`src/rtl/ps2_key_tracker.sv`:
```
// ============================================================================
// Module  : ps2_key_tracker
// Brief   : PS/2 keyboard frame receiver with held-key tracker, ASCII map and
//           press counter. Define PS2_PARITY_CHECK_EN to reject bad-parity frames.
// Revision: 1.0 - initial release
// ============================================================================
`default_nettype none

module ps2_key_tracker #(
  parameter int TIMEOUT_CYCLES = 50000
) (
  input  logic       clk,
  input  logic       clrn,
  input  logic       ps2_clk,
  input  logic       ps2_data,
  output logic       byte_valid,
  output logic [7:0] byte_data,
  output logic [7:0] scan_code,
  output logic [7:0] ascii,
  output logic       key_valid,
  output logic [7:0] key_count,
  output logic       parity_err
);

  localparam int              c_TO_WIDTH = $clog2(TIMEOUT_CYCLES + 1);
  localparam [c_TO_WIDTH-1:0] c_TO_LAST  = c_TO_WIDTH'(TIMEOUT_CYCLES - 1);
  localparam logic [7:0]      c_BREAK    = 8'hF0;
  localparam logic [7:0]      c_EXT      = 8'hE0;
  localparam logic [3:0]      c_LAST_BIT = 4'd10;

  typedef enum logic [1:0] {
    ST_IDLE       = 2'd0,
    ST_HELD       = 2'd1,
    ST_BREAK_PEND = 2'd2
  } state_t;

  logic [2:0]            r_ps2_sync;
  logic [3:0]            r_bit_cnt;
  logic [10:0]           r_frame;
  logic [c_TO_WIDTH-1:0] r_to_cnt;
  logic                  r_byte_valid;
  logic [7:0]            r_byte_data;
  state_t                r_state;
  logic [7:0]            r_scan;
  logic [7:0]            r_ascii;
  logic                  r_key_valid;
  logic [7:0]            r_key_count;

  logic                  w_fall;
  logic [10:0]           w_frame_next;
  logic                  w_frame_done;
  logic                  w_framing_ok;
  logic                  w_accept;
  state_t                w_state_next;
  logic [7:0]            w_scan_next;
  logic                  w_key_valid_next;
  logic [7:0]            w_count_next;

  assign w_fall       = r_ps2_sync[2] & ~r_ps2_sync[1];
  // Start bit enters first and ends up in bit 0 after the 11th shift.
  assign w_frame_next = {ps2_data, r_frame[10:1]};
  assign w_frame_done = w_fall && (r_bit_cnt == c_LAST_BIT);
  assign w_framing_ok = ~w_frame_next[0] & w_frame_next[10];

`ifdef PS2_PARITY_CHECK_EN
  logic w_parity_ok;
  logic r_parity_err;

  assign w_parity_ok = ^w_frame_next[9:1];
  assign w_accept    = w_frame_done & w_framing_ok & w_parity_ok;
  assign parity_err  = r_parity_err;

  always_ff @(posedge clk or negedge clrn) begin
    if (!clrn) r_parity_err <= 1'b0;
    else       r_parity_err <= w_frame_done & w_framing_ok & ~w_parity_ok;
  end
`else
  assign w_accept   = w_frame_done & w_framing_ok;
  assign parity_err = 1'b0;
`endif

  always_ff @(posedge clk or negedge clrn) begin
    if (!clrn) begin
      r_ps2_sync   <= 3'b111;
      r_bit_cnt    <= 4'd0;
      r_frame      <= 11'd0;
      r_to_cnt     <= '0;
      r_byte_valid <= 1'b0;
      r_byte_data  <= 8'd0;
    end else begin
      r_ps2_sync   <= {r_ps2_sync[1:0], ps2_clk};
      r_byte_valid <= w_accept;
      if (w_accept) r_byte_data <= w_frame_next[8:1];
      if (w_fall) begin
        r_frame  <= w_frame_next;
        r_to_cnt <= '0;
        r_bit_cnt <= w_frame_done ? 4'd0 : r_bit_cnt + 4'd1;
      end else if (r_bit_cnt != 4'd0) begin
        // A stalled partial frame is dropped so the next start bit realigns.
        if (r_to_cnt == c_TO_LAST) begin
          r_bit_cnt <= 4'd0;
          r_to_cnt  <= '0;
        end else begin
          r_to_cnt <= r_to_cnt + 1'b1;
        end
      end else begin
        r_to_cnt <= '0;
      end
    end
  end

  function automatic logic [7:0] ascii_of(input logic [7:0] code);
    case (code)
      8'h1C: ascii_of = 8'h61;  8'h32: ascii_of = 8'h62;  8'h21: ascii_of = 8'h63;
      8'h23: ascii_of = 8'h64;  8'h24: ascii_of = 8'h65;  8'h2B: ascii_of = 8'h66;
      8'h34: ascii_of = 8'h67;  8'h33: ascii_of = 8'h68;  8'h43: ascii_of = 8'h69;
      8'h3B: ascii_of = 8'h6A;  8'h42: ascii_of = 8'h6B;  8'h4B: ascii_of = 8'h6C;
      8'h3A: ascii_of = 8'h6D;  8'h31: ascii_of = 8'h6E;  8'h44: ascii_of = 8'h6F;
      8'h4D: ascii_of = 8'h70;  8'h15: ascii_of = 8'h71;  8'h2D: ascii_of = 8'h72;
      8'h1B: ascii_of = 8'h73;  8'h2C: ascii_of = 8'h74;  8'h3C: ascii_of = 8'h75;
      8'h2A: ascii_of = 8'h76;  8'h1D: ascii_of = 8'h77;  8'h22: ascii_of = 8'h78;
      8'h35: ascii_of = 8'h79;  8'h1A: ascii_of = 8'h7A;
      8'h45: ascii_of = 8'h30;  8'h16: ascii_of = 8'h31;  8'h1E: ascii_of = 8'h32;
      8'h26: ascii_of = 8'h33;  8'h25: ascii_of = 8'h34;  8'h2E: ascii_of = 8'h35;
      8'h36: ascii_of = 8'h36;  8'h3D: ascii_of = 8'h37;  8'h3E: ascii_of = 8'h38;
      8'h46: ascii_of = 8'h39;
      8'h29: ascii_of = 8'h20;
      default: ascii_of = 8'h00;
    endcase
  endfunction

  always_comb begin
    w_state_next     = r_state;
    w_scan_next      = r_scan;
    w_key_valid_next = r_key_valid;
    w_count_next     = r_key_count;
    // Extended-key prefix carries no information for this tracker.
    if (r_byte_valid && (r_byte_data != c_EXT)) begin
      case (r_state)
        ST_IDLE: begin
          if (r_byte_data == c_BREAK) begin
            w_state_next = ST_BREAK_PEND;
          end else begin
            w_scan_next      = r_byte_data;
            w_key_valid_next = 1'b1;
            w_count_next     = r_key_count + 8'd1;
            w_state_next     = ST_HELD;
          end
        end
        ST_HELD: begin
          if (r_byte_data == r_scan) begin
            w_state_next = ST_HELD;
          end else if (r_byte_data == c_BREAK) begin
            w_state_next = ST_BREAK_PEND;
          end else begin
            w_scan_next  = r_byte_data;
            w_count_next = r_key_count + 8'd1;
          end
        end
        ST_BREAK_PEND: begin
          if ((r_byte_data == r_scan) && r_key_valid) begin
            w_key_valid_next = 1'b0;
            w_state_next     = ST_IDLE;
          end else begin
            w_state_next = r_key_valid ? ST_HELD : ST_IDLE;
          end
        end
        default: w_state_next = ST_IDLE;
      endcase
    end
  end

  always_ff @(posedge clk or negedge clrn) begin
    if (!clrn) begin
      r_state     <= ST_IDLE;
      r_scan      <= 8'd0;
      r_ascii     <= 8'd0;
      r_key_valid <= 1'b0;
      r_key_count <= 8'd0;
    end else begin
      r_state     <= w_state_next;
      r_scan      <= w_scan_next;
      r_ascii     <= ascii_of(w_scan_next);
      r_key_valid <= w_key_valid_next;
      r_key_count <= w_count_next;
    end
  end

  assign byte_valid = r_byte_valid;
  assign byte_data  = r_byte_data;
  assign scan_code  = r_scan;
  assign ascii      = r_ascii;
  assign key_valid  = r_key_valid;
  assign key_count  = r_key_count;

endmodule

`default_nettype wire

```
`config.mk`:
```
export PLATFORM = sky130hd
export DESIGN_NAME = ps2_key_tracker
export DESIGN_NICKNAME = d
export VERILOG_FILES = /design/src/rtl/ps2_key_tracker.sv
export SDC_FILE = /design/constraint.sdc
export NUM_CORES = 1
export LEC_CHECK = 0
export CORE_UTILIZATION = 45
export DETAILED_ROUTE_END_ITERATION = 8
export PLACE_DENSITY = 0.66
export SLEW_MARGIN = 20
export SYNTH_ARGS = -nofsm -noshare
export SYNTH_HDL_FRONTEND = slang
export SYNTH_SLANG_ARGS = --single-unit
```
`constraint.sdc`:
```
create_clock -name clk -period 3.7 [get_ports clk]
set_input_delay 0.74 -clock clk [delete_from_list [all_inputs] [get_ports clk]]
set_output_delay 0.74 -clock clk [all_outputs]
set_load 0.005 [all_outputs]
```
==> summary.md, run 1 <==
| Metric | Value |
|---|---|
| Peak VDD IR | 0.1994 mV |
| Via count | between 3000 and 4000 |
| Core area | 8258 um2 |
| Post-synth top cells | 86 x nand2_1, 65 x dfrtp_1, 42 x nor2_1 |
| TNS Setup | 0 ps |
| Fmax | 0.3024 GHz |
| Period utilization | 0.8938 |
| Clock-pin slew on the worst setup and hold paths | 70 ps |
| Fill count | around 800 |
| Crit path max-delay cell type | dfrtp_1 |
| Worst path bufs/invs | 1 |
| H-tree depth | 3 |
| Family with the most delay on the worst path | compound AO/OA/AOI/OAI gates |
| Maxcap violations | 0 |
| Critical-path cell list | xnor2_1 > nand4_1 > o31ai_2 > nor2_1 > o21ai_2 > inv_2 > ha_1 > a221o_1 > a211o_1 > a32o_1 |
| HPWL Detailed | 6.347 mm |
| Count leader, synth | nand2_1 |
| Mapped Area | 3864 um2 |
| First-pass GRT wire length | 14.63 mm |
| CTS root buf | clkbuf_8 |
| Lkg Pwr | 1.996 nW |
| Warnings, synthesis | 0 |
| Final setup fails | 0 |
| GPL Wtd Cong | ~0.94 |
| Placed Instances | 564 |
| Die H | approximately 95 um |
| Area delta synth->final | 17.52% |
| CTS tree | built |
| Worst-skew pair later-pin latency | ~330 ps |
| Cts hold-fix bufs | 0 |
| Minimum clock period | 3307 ps |
| Wirelength, routed | 8.827 mm |
| Post-synth EDFFs | 0 |
| GRT Total Usage | 0.2107 |
| FP Rows | 33 |
| Ant diodes | 0 |
| Final Hold Vio Count | 0 |
| Critical path type | reg -> reg |
| DRT antenna net count | 0 |
| Status | completed |
| CTS resizes | 0 |
| Initial core utilization | 0.4679 |
| Crit path max fanout | 13 |
| Clock sinks | 68 |
| I/O Pins | 39 |
| Wire length per cell | between 15 and 20 um |
| Die ar. | between 8000 and 9000 um2 |
| Dominant synthesized flop cell | dfrtp_1 |
| RSZ-0062 raised after global routing | false |
| Ranking of synthesized cells by area | dfrtp_1 42%, nand2_1 8.4%, xnor2_1 4.8% |
| CP startpoint kind | register |
| Post-synth ARST share | 1.000 |
| DRT iter0 DRCs | 176 |
| Post-route cell area | 4541 um2 |
| Worst hold path type | reg -> reg |
| Slew @ Worst Pin | 707.2 ps |
| Worst slew margin | 0.5268 |
| Placed inst area | about 4300 um2 |
| Router iterations before antenna repair | 4 |
| Largest stage delay, worst path | between 400 and 500 ps |
| Power Density | between 400 and 500 nW/um2 |
| Vias in the first global route | 2961 |
| Worst-case clock buffer depth | 2 |
| Dominant cell type by area after synthesis | dfrtp_1 |
| CP required | 3920 ps |
| Num CTS Buffers | 9 |
| Sequential area share after synthesis | 0.4414 |
| Unique masters post-synth | 65 |
| DRC | 0 |
| Critical path capture point type | register |
| Share of cells above drive strength 1 | 0.08632 |
| Synth top area share | 0.4210 |
| Largest net degree at the start of global routing | between 40 and 50 |
| Gr ovfl total | 0 |
| I/O Buffers | 36 |
| Initial antenna violation count | 0 |
| DIE WIDTH | 94.66 um |
| WP data arrival | 3530 ps |
| Setup Skew | between 10 and 15 ps |
| Fin. max-slew vios | 0 |
| Non-Filler Instances | 580 |
| Syn Inst Count | around 440 |
| Post-CTS Repair Setup Buffers | 0 |
| Via density | 5.621 |
| #FFs+latches synth | 68 |
| Final nets | ~490 |
| Avg Synthesized Cell Area | 8.841 um2 |
## worst paths after layout
| kind | startpoint | end | slack, ps | cells past startpoint |
|---|---|---|---|---|
| setup / recovery | byte_data[1] | ascii[1] | 390 | 10 |
| hold / removal | r_ps2_sync[0] | r_ps2_sync[1] | 360 | 0 |
| setup reg to reg | byte_data[1] | ascii[1] | 390 | 10 |
| hold reg to reg | r_ps2_sync[0] | r_ps2_sync[1] | 360 | 0 |
| max in group asynchronous | clrn | scan_code[6] | 2870 | 2 |
| min in group asynchronous | clrn | r_to_cnt[15] | 400 | 2 |
## cell families (layout without fill, tap and decap cells)
logic type	count (synthesis)	after routing	synth area share
fa+ha+maj	12	12	0.03886
mux	2	2	0.005182
simple gates	199	199	0.2393
buf+inv	40	77	0.05084
flops	68	68	0.4414
compound gates	85	85	0.1535
other cells	1	2	0.0009706
xor+xnor	30	30	0.06995
## layer usage
metal	vias up	part of all wire	global-route usage
li1	1594	-	-
met1	1523	0.47	0.2969
met2	125	0.45	0.3159
met3	18	0.061	0.04267
met4	0	0.022	0.08460
met5	-	0	0
## area by class of cell
class	count	area [um2]	area share
multi-input combinational	330	1966	0.4329
timing repair buffer	44	415.4	0.09149
clock buffer	11	151.4	0.03334
tap	105	131.4	0.02893
sequential	68	1705	0.3756
inverter	17	63.81	0.01405
clock inverter	5	107.6	0.02370
## report_power, final
part	total, mW	switching, mW	leakage (nW)	internal (mW)
registers	0.870	0.0625	0.908	0.808
logic	0.306	0.185	0.958	0.122
clock network	0.772	0.285	0.130	0.487
## through the flow
step           worst slack (ps)  utilization  total power [mW]  hold slack (ps)
6_report                  392.9       0.5498             1.949            357.3
3_5_place_dp              461.2       0.5185             1.189            347.0
3_3_place_gp              560.6       0.5185             1.187            347.4
2_1_floorplan             888.3            -             1.087            345.2
4_1_cts                   434.8       0.5498             1.969            358.4
5_1_grt                   194.1       0.5498             2.058            369.0
## layout by cell type, fill, tap and decap left out, drive strengths merged, types with 4 or more instances in the layout
| master | n |
|---|---|
| a311oi | 5 |
| clkdlybuf4s50 | 35 |
| nand3 | 20 |
| nand2 | 86 |
| inv | 17 |
| o31ai | 5 |
| nor2 | 43 |
| o22ai | 4 |
| and3 | 9 |
| clkbuf | 11 |
| xnor2 | 22 |
| dfrtp | 65 |
| ha | 12 |
| buf | 9 |
| o21ai | 20 |
| a21oi | 14 |
| nand4 | 6 |
| a31oi | 6 |
| nor2b | 6 |
| nor3 | 12 |
| o211ai | 6 |
| xor2 | 8 |
## flip-flops by register name, indices dropped and copies added (netlist names)
| signal | flops |
|---|---|
| key_count | 8 |
| byte_valid | 1 |
| ascii | 7 |
| r_ps2_sync | 3 |
| r_to_cnt | 16 |
| r_bit_cnt | 4 |
| scan_code | 8 |
| r_state | 2 |
| r_frame | 10 |
| byte_data | 8 |
| key_valid | 1 |
Power figures use the tool's default switching activity.
==> run 2, diff against run 1 <==
- ABC_AREA: default -> 1
- PLACE_DENSITY: 0.66 -> 0.67
- SLEW_MARGIN: 20 -> default
==> summary.md, run 2 <==
| Metric | Value |
|---|---|
| Placed inst area | 4294 um2 (+0.29%) |
| Vias in the first global route | 3135 (+5.9%) |
| Mapped Area | 3849 um2 (-0.39%) |
| Hold Path Origin | r_ps2_sync[0] |
| Worst-case clock buffer depth | 2 (unchanged) |
| CP required | 3960 ps (+40 ps) |
| Synth top area share | 0.4226 (+0.001642) |
| #FFs+latches synth | 68 (unchanged) |
| Maxcap violations | 0 (unchanged) |
| HPWL Detailed | 6.193 mm (-2.4%) |
| DRT antenna net count | 0 (unchanged) |
| Post-synth top cells | 140 x nand2_1, 65 x dfrtp_1, 62 x inv_1 |
| Share of cells above drive strength 1 | 0.09206 (+0.005742) |
| Wire length per cell | 12.96 um (-15%) |
| Die ar. | 8926 um2 (-0.38%) |
| Num CTS Buffers | 9 (unchanged) |
| CTS root buf | clkbuf_8 |
| Peak VDD IR | 0.3057 mV (+53%) |
| Fin. max-slew vios | 0 (unchanged) |
| Avg Synthesized Cell Area | 7.561 um2 (-14%) |
| Unique masters post-synth | 37 (-43%) |
| I/O Pins | 39 (unchanged) |
| Wirelength, routed | 8.543 mm (-3.2%) |
| RSZ-0062 raised after global routing | false |
| WP data arrival | 3150 ps (-380 ps) |
| Largest net degree at the start of global routing | 69 (+68%) |
| I/O Buffers | 36 (unchanged) |
| Max FFs per register | 16 (unchanged) |
| Cts hold-fix bufs | 0 (unchanged) |
| Post-route cell area | 4463 um2 (-1.7%) |
| Initial core utilization | 0.4661 (-0.001818) |
| Crit path max fanout | 6 (-7) |
| Worst-skew pair later-pin latency | 340 ps (about the same) |
| Dominant cell type by area after synthesis | dfrtp_1 |
| Fmax | 0.3455 GHz (+14%) |
| Sequential area share after synthesis | 0.4431 (+0.001722) |
| Most common cell after layout, fill and taps aside | nand2_1 |
| Clock-pin slew on the worst setup and hold paths | 90 ps (+20 ps) |
| FP Rows | 33 (unchanged) |
| R2R Setup Slk | 810 ps (+410 ps) |
| Warnings, synthesis | 0 (unchanged) |
| Worst hold path type | reg -> reg |
| GRT Total Usage | 0.2078 (-0.002926) |
| CTS tree | built |
| Count leader, synth | nand2_1 |
| Core area | 8258 um2 (unchanged) |
| Via count | 3357 (+3.0%) |
| Minimum clock period | 2894 ps (-412.9 ps) |
| Final Hold Vio Count | 0 (unchanged) |
| First-pass GRT wire length | 14.46 mm (-1.2%) |
| Initial antenna violation count | 0 (unchanged) |
| Ranking of synthesized cells by area | dfrtp_1 42%, nand2_1 14%, inv_1 6.0% |
| Ant diodes | 0 (unchanged) |
| Biggest register | r_to_cnt |
| Slew @ Worst Pin | 904.6 ps (+197.4 ps) |
| Power Density | 483.1 nW/um2 (+13%) |
| Die H | 94.48 um (-0.19%) |
| FF-to-FF path depth | 16 (+6) |
| Most frequent cells in the layout | 140 x nand2_1, 65 x dfrtp_1, 62 x inv_1, 46 x nor2_1, 39 x nand3_1 |
| Fin util | 0.5405 (-0.009393) |
| Top flop regs | r_to_cnt (16), r_frame (10) |
| H-tree depth | 3 (unchanged) |
| Router iterations before antenna repair | 5 (+1) |
| Syn Inst Count | 509 (+16%) |
| Worst Hold End | r_ps2_sync[1] |
| GPL Wtd Cong | 0.9780 (+3.8%) |
| R2R Path End | ascii[2] |
| DRT iter0 DRCs | 224 (+27%) |
| TNS Setup | 0 ps (unchanged) |
| DRC | 0 (unchanged) |
| Setup Skew | 16.52 ps (+4.511 ps) |
| Via density | 5.094 (-9.4%) |
| Critical path capture point type | register |
| Post-synth EDFFs | 0 (unchanged) |
| Dominant synthesized flop cell | dfrtp_1 |
| Worst r2r src | byte_data[6] |
| Period utilization | 0.7822 (-0.1116) |
| Post-synth ARST share | 1.000 (unchanged) |
| Area delta synth->final | 15.96% |
| CTS resizes | 0 (unchanged) |
| Final nets | 565 (+16%) |
| Clock sinks | 68 (unchanged) |
| Total power | 2.156 mW (+11%) |
| Worst slew margin | 0.3936 (-0.1331) |
| Final setup fails | 0 (unchanged) |
| DIE WIDTH | 94.48 um (-0.19%) |
| Status | completed |
| Gr ovfl total | 0 (unchanged) |
| CP startpoint kind | register |
| Post-CTS Repair Setup Buffers | 0 (unchanged) |
| Lkg Pwr | 2.148 nW (+7.6%) |
| WHS Path Cells | 0 (unchanged) |
| Critical path type | reg -> reg |
run 2: cell types whose count changed in the layout (fill, tap and decap cells not counted), moves of 13 or more:
cell | before | now
xnor2_1 | 21 | 6
inv_1 | 12 | 62
nand2_1 | 86 | 140
o21ai_0 | 18 | 31
nand3_1 | 20 | 39
run 2: layer usage:
layer  global-route usage  up-vias  routed length [um]
li1                     -     1699                   -
met1               0.2872     1560                4167
met2               0.3243       86                3835
met3              0.05072       12                 426
met4              0.05934        0                 114
met5                    0        -                   0
run 2: worst max path at each step:
stage	from	end	slack (ps)	cells after the start
6_report	byte_data[6]	ascii[2]	810	16
2_1_floorplan	byte_data[6]	ascii[4]	1430	15
5_1_grt	byte_data[6]	ascii[2]	500	16
4_1_cts	byte_data[6]	ascii[2]	830	16
3_5_place_dp	byte_data[3]	ascii[2]	860	17
3_3_place_gp	byte_data[3]	ascii[2]	870	17
run 2: cell families (layout without fill, tap and decap cells):
group	after synthesis	in the layout	share of synthesized area
flops	68	68	0.4431
fa+ha+maj	12	12	0.03901
xor+xnor	13	13	0.02958
other cells	1	2	0.0009744
mux	1	1	0.002926
simple gates	256	256	0.2877
buf+inv	80	124	0.08485
compound gates	78	78	0.1118
run 2: cell type report:
| class | count | area, um2 |
|---|---|---|
| fill | 786 | 3795 |
| clock inverter | 6 | 41.29 |
| tap | 105 | 131.4 |
| clock buffer | 10 | 127.6 |
| multi-input combinational | 362 | 1821 |
| sequential | 68 | 1705 |
| inverter | 69 | 259.0 |
| timing repair buffer | 39 | 377.9 |
run 2: per-stage QoR:
step,setup WS (ps),hold WS (ps),std cells
after floorplan,1434,345.2,510
after global routing,495.6,367.8,659
final,805.8,359.6,659
after global placement,874.2,345.9,643
after detailed placement,861.5,347.5,643
after CTS,829.3,359.3,659
run 2: where the power goes:
group	switching [mW]	internal (mW)
combinational	0.414	0.270
sequential	0.102	0.839
clock	0.287	0.243
run 2: critical path: stages, from the launching register on:
cell	delay, ps
dfrtp_1	440
nand2_1	130
nor3_1	50
nand2_1	90
nand3_2	150
nor2_1	260
nand2_1	250
a21oi_1	400
ha_1	310
nor2_1	70
nand2_1	80
o21ai_1	80
nand2_1	80
nand2_1	50
nand2_1	80
nand3_1	120
a21oi_2	140
==> run 3, diff against run 2 <==
- clock period: 3.7 -> 2.8 ns (I/O delays scaled with it)
==> summary.md, run 3 (synthesized netlist as in run 2, its figures left out) <==
| Metric | Value |
|---|---|
| Worst hold path type | in -> async |
| DRT iter0 DRCs | 223 (-0.45%) |
| Critical path type | reg -> reg |
| Fill count | 766 (-2.5%) |
| CP required | 3020 ps (-940 ps) |
| Lkg Pwr | 2.200 nW (+2.4%) |
| CTS tree | built |
| Placed Instances | 651 (+1.2%) |
| Clock sinks | 68 (unchanged) |
| Maxcap violations | 0 (unchanged) |
| Largest net degree at the start of global routing | 43 (-38%) |
| GPL Wtd Cong | 0.9623 (-1.6%) |
| Setup Skew | 17.13 ps (+0.6099 ps) |
| FP Rows | 33 (unchanged) |
| I/O Buffers | 36 (unchanged) |
| Area delta synth->final | 18.76% |
| Critical-path cell list | inv_1 > nand2_1 > nand2_1 > nand2_1 > nor2_1 > nand2_1 > nand2_1 > nand2_2 > buf_4 > nand2_1 > nand2_2 > inv_2 > nand2_2 > a21oi_1 > nand3b_1 > a21oi_1 |
| Max FFs per register | 16 (unchanged) |
| I/O Pins | 39 (unchanged) |
| Vias in the first global route | 3308 (+5.5%) |
| Initial core utilization | 0.4661 (unchanged) |
| Non-Filler Instances | 667 (+1.2%) |
| HPWL Detailed | 6.270 mm (+1.3%) |
| Via density | 5.160 (+1.3%) |
| Gr ovfl total | 0 (unchanged) |
| Wire length per cell | 13.07 um (+0.79%) |
| Initial antenna violation count | 0 (unchanged) |
| GRT Total Usage | 0.2174 (+0.009567) |
| Minimum clock period | 2537 ps (-357.5 ps) |
| Peak VDD IR | 0.3697 mV (+21%) |
| WP data arrival | 2750 ps (-400 ps) |
| TNS Setup | 0 ps (unchanged) |
| Footprint of the multi-input gates | 1848 um2 (+1.5%) |
| DRT antenna net count | 0 (unchanged) |
| Worst-skew pair later-pin latency | 350 ps (about the same) |
| Slew @ Worst Pin | 637.0 ps (-267.6 ps) |
| Die ar. | 8926 um2 (unchanged) |
| Worst-case clock buffer depth | 2 (unchanged) |
| Via count | 3442 (+2.5%) |
| Clock-pin slew on the worst setup and hold paths | 80 ps (about the same) |
| Final setup fails | 0 (unchanged) |
| Ant diodes | 0 (unchanged) |
| H-tree depth | 3 (unchanged) |
| Most frequent cells in the layout | 140 x nand2_1, 64 x dfrtp_1, 62 x inv_1, 45 x nor2_1, 39 x nand3_1 |
| Fin util | 0.5535 (+0.01303) |
| Cts hold-fix bufs | 0 (unchanged) |
| Wirelength, routed | 8.715 mm (+2.0%) |
| Crit path max-delay cell type | dfrtp_1 |
| Worst path most repeated cell | nand2_1 |
| Period utilization | 0.9059 (+0.1237) |
| DRC | 0 (unchanged) |
| Final nets | 573 (+1.4%) |
| CTS root buf | clkbuf_8 |
| Status | completed |
| Most common cell after layout, fill and taps aside | nand2_1 |
| Fin. max-slew vios | 0 (unchanged) |
| Router iterations before antenna repair | 5 (unchanged) |
| Largest stage delay, worst path | 440 ps (about the same) |
| Power Density | 635.4 nW/um2 (+32%) |
| CP startpoint kind | register |
| Top flop regs | r_to_cnt (16), r_frame (10) |
| Core area | 8258 um2 (unchanged) |
| Fmax | 0.3942 GHz (+14%) |
| Biggest register | r_to_cnt |
| Share of cells above drive strength 1 | 0.1103 (+0.01826) |
| Critical path capture point type | register |
| Worst hold slack | 224.1 ps (-135.5 ps) |
| Seq. cell area | 1707 um2 (about the same) |
| Crit path max fanout | 18 (+12) |
| Die H | 94.48 um (unchanged) |
| Final Hold Vio Count | 0 (unchanged) |
| DIE WIDTH | 94.48 um (unchanged) |
| Worst path bufs/invs | 3 (+3) |
| Num CTS Buffers | 9 (unchanged) |
| RSZ-0062 raised after global routing | false |
| Family with the most delay on the worst path | simple AND/OR/NAND/NOR gates |
| Worst slew margin | 0.5753 (+0.1817) |
| First-pass GRT wire length | 15.17 mm (+4.9%) |
run 3: changes by cell type in the layout (fill, tap and decap cells not counted), sizes merged:
cell and delta:
clkinvlp -2, buf +8, inv -1, clkbuf +4, clkinv -1
run 3: path summary, 6_finish.rpt:
kind / startpoint / to / slack [ps] / depth (start not counted)
worst max-delay path: byte_data[7] / ascii[5] / 260 / 16
worst min-delay path: clrn / r_to_cnt[8] / 220 / 1
worst max register to register: byte_data[7] / ascii[5] / 260 / 16
worst min register to register: r_ps2_sync[0] / r_ps2_sync[1] / 360 / 0
max in group asynchronous: clrn / r_ps2_sync[2] / 1860 / 2
min in group clk: r_ps2_sync[0] / r_ps2_sync[1] / 360 / 0
run 3: power by group:
part | switching, mW | internal (mW) | leakage (nW)
Clock | 0.356 | 0.370 | 0.0867
Combinational | 0.556 | 0.378 | 1.24
Sequential | 0.134 | 1.11 | 0.876
Total | 1.05 | 1.86 | 2.20
run 3: per-stage QoR:
| stage | cell area, um2 | setup WS, ps | total power [mW] |
|---|---|---|---|
| 5_1_grt | 4571 | 8.287 | 3.137 |
| 2_1_floorplan | 3852 | 534.2 | 1.864 |
| 3_3_place_gp | 4367 | 169.6 | 2.165 |
| 3_5_place_dp | 4367 | 163.3 | 2.178 |
| 6_report | 4571 | 263.4 | 2.904 |
| 4_1_cts | 4542 | 138.3 | 2.919 |
run 3: timing repair:
action                                  in CTS  in global routing
setup buffers                                0                  0
endpoints found under the setup margin       0                  7
resized for setup                            0                  7
run 3: layout make-up:
| class | count | share of cell area |
|---|---|---|
| Multi-Input combinational cell | 362 | 0.4043 |
| Sequential cell | 68 | 0.3734 |
| Timing Repair Buffer | 47 | 0.09855 |
| Inverter | 69 | 0.05667 |
| Clock buffer | 14 | 0.03559 |
| Tap cell | 105 | 0.02874 |
| Clock inverter | 2 | 0.002737 |
run 3: layer usage:
layer,track usage,up-vias,routed length (um)
met5,0,-,0
met4,0.07828,0,145
met3,0.04589,12,565
met2,0.3321,122,3846
met1,0.3043,1588,4157
li1,-,1720,-
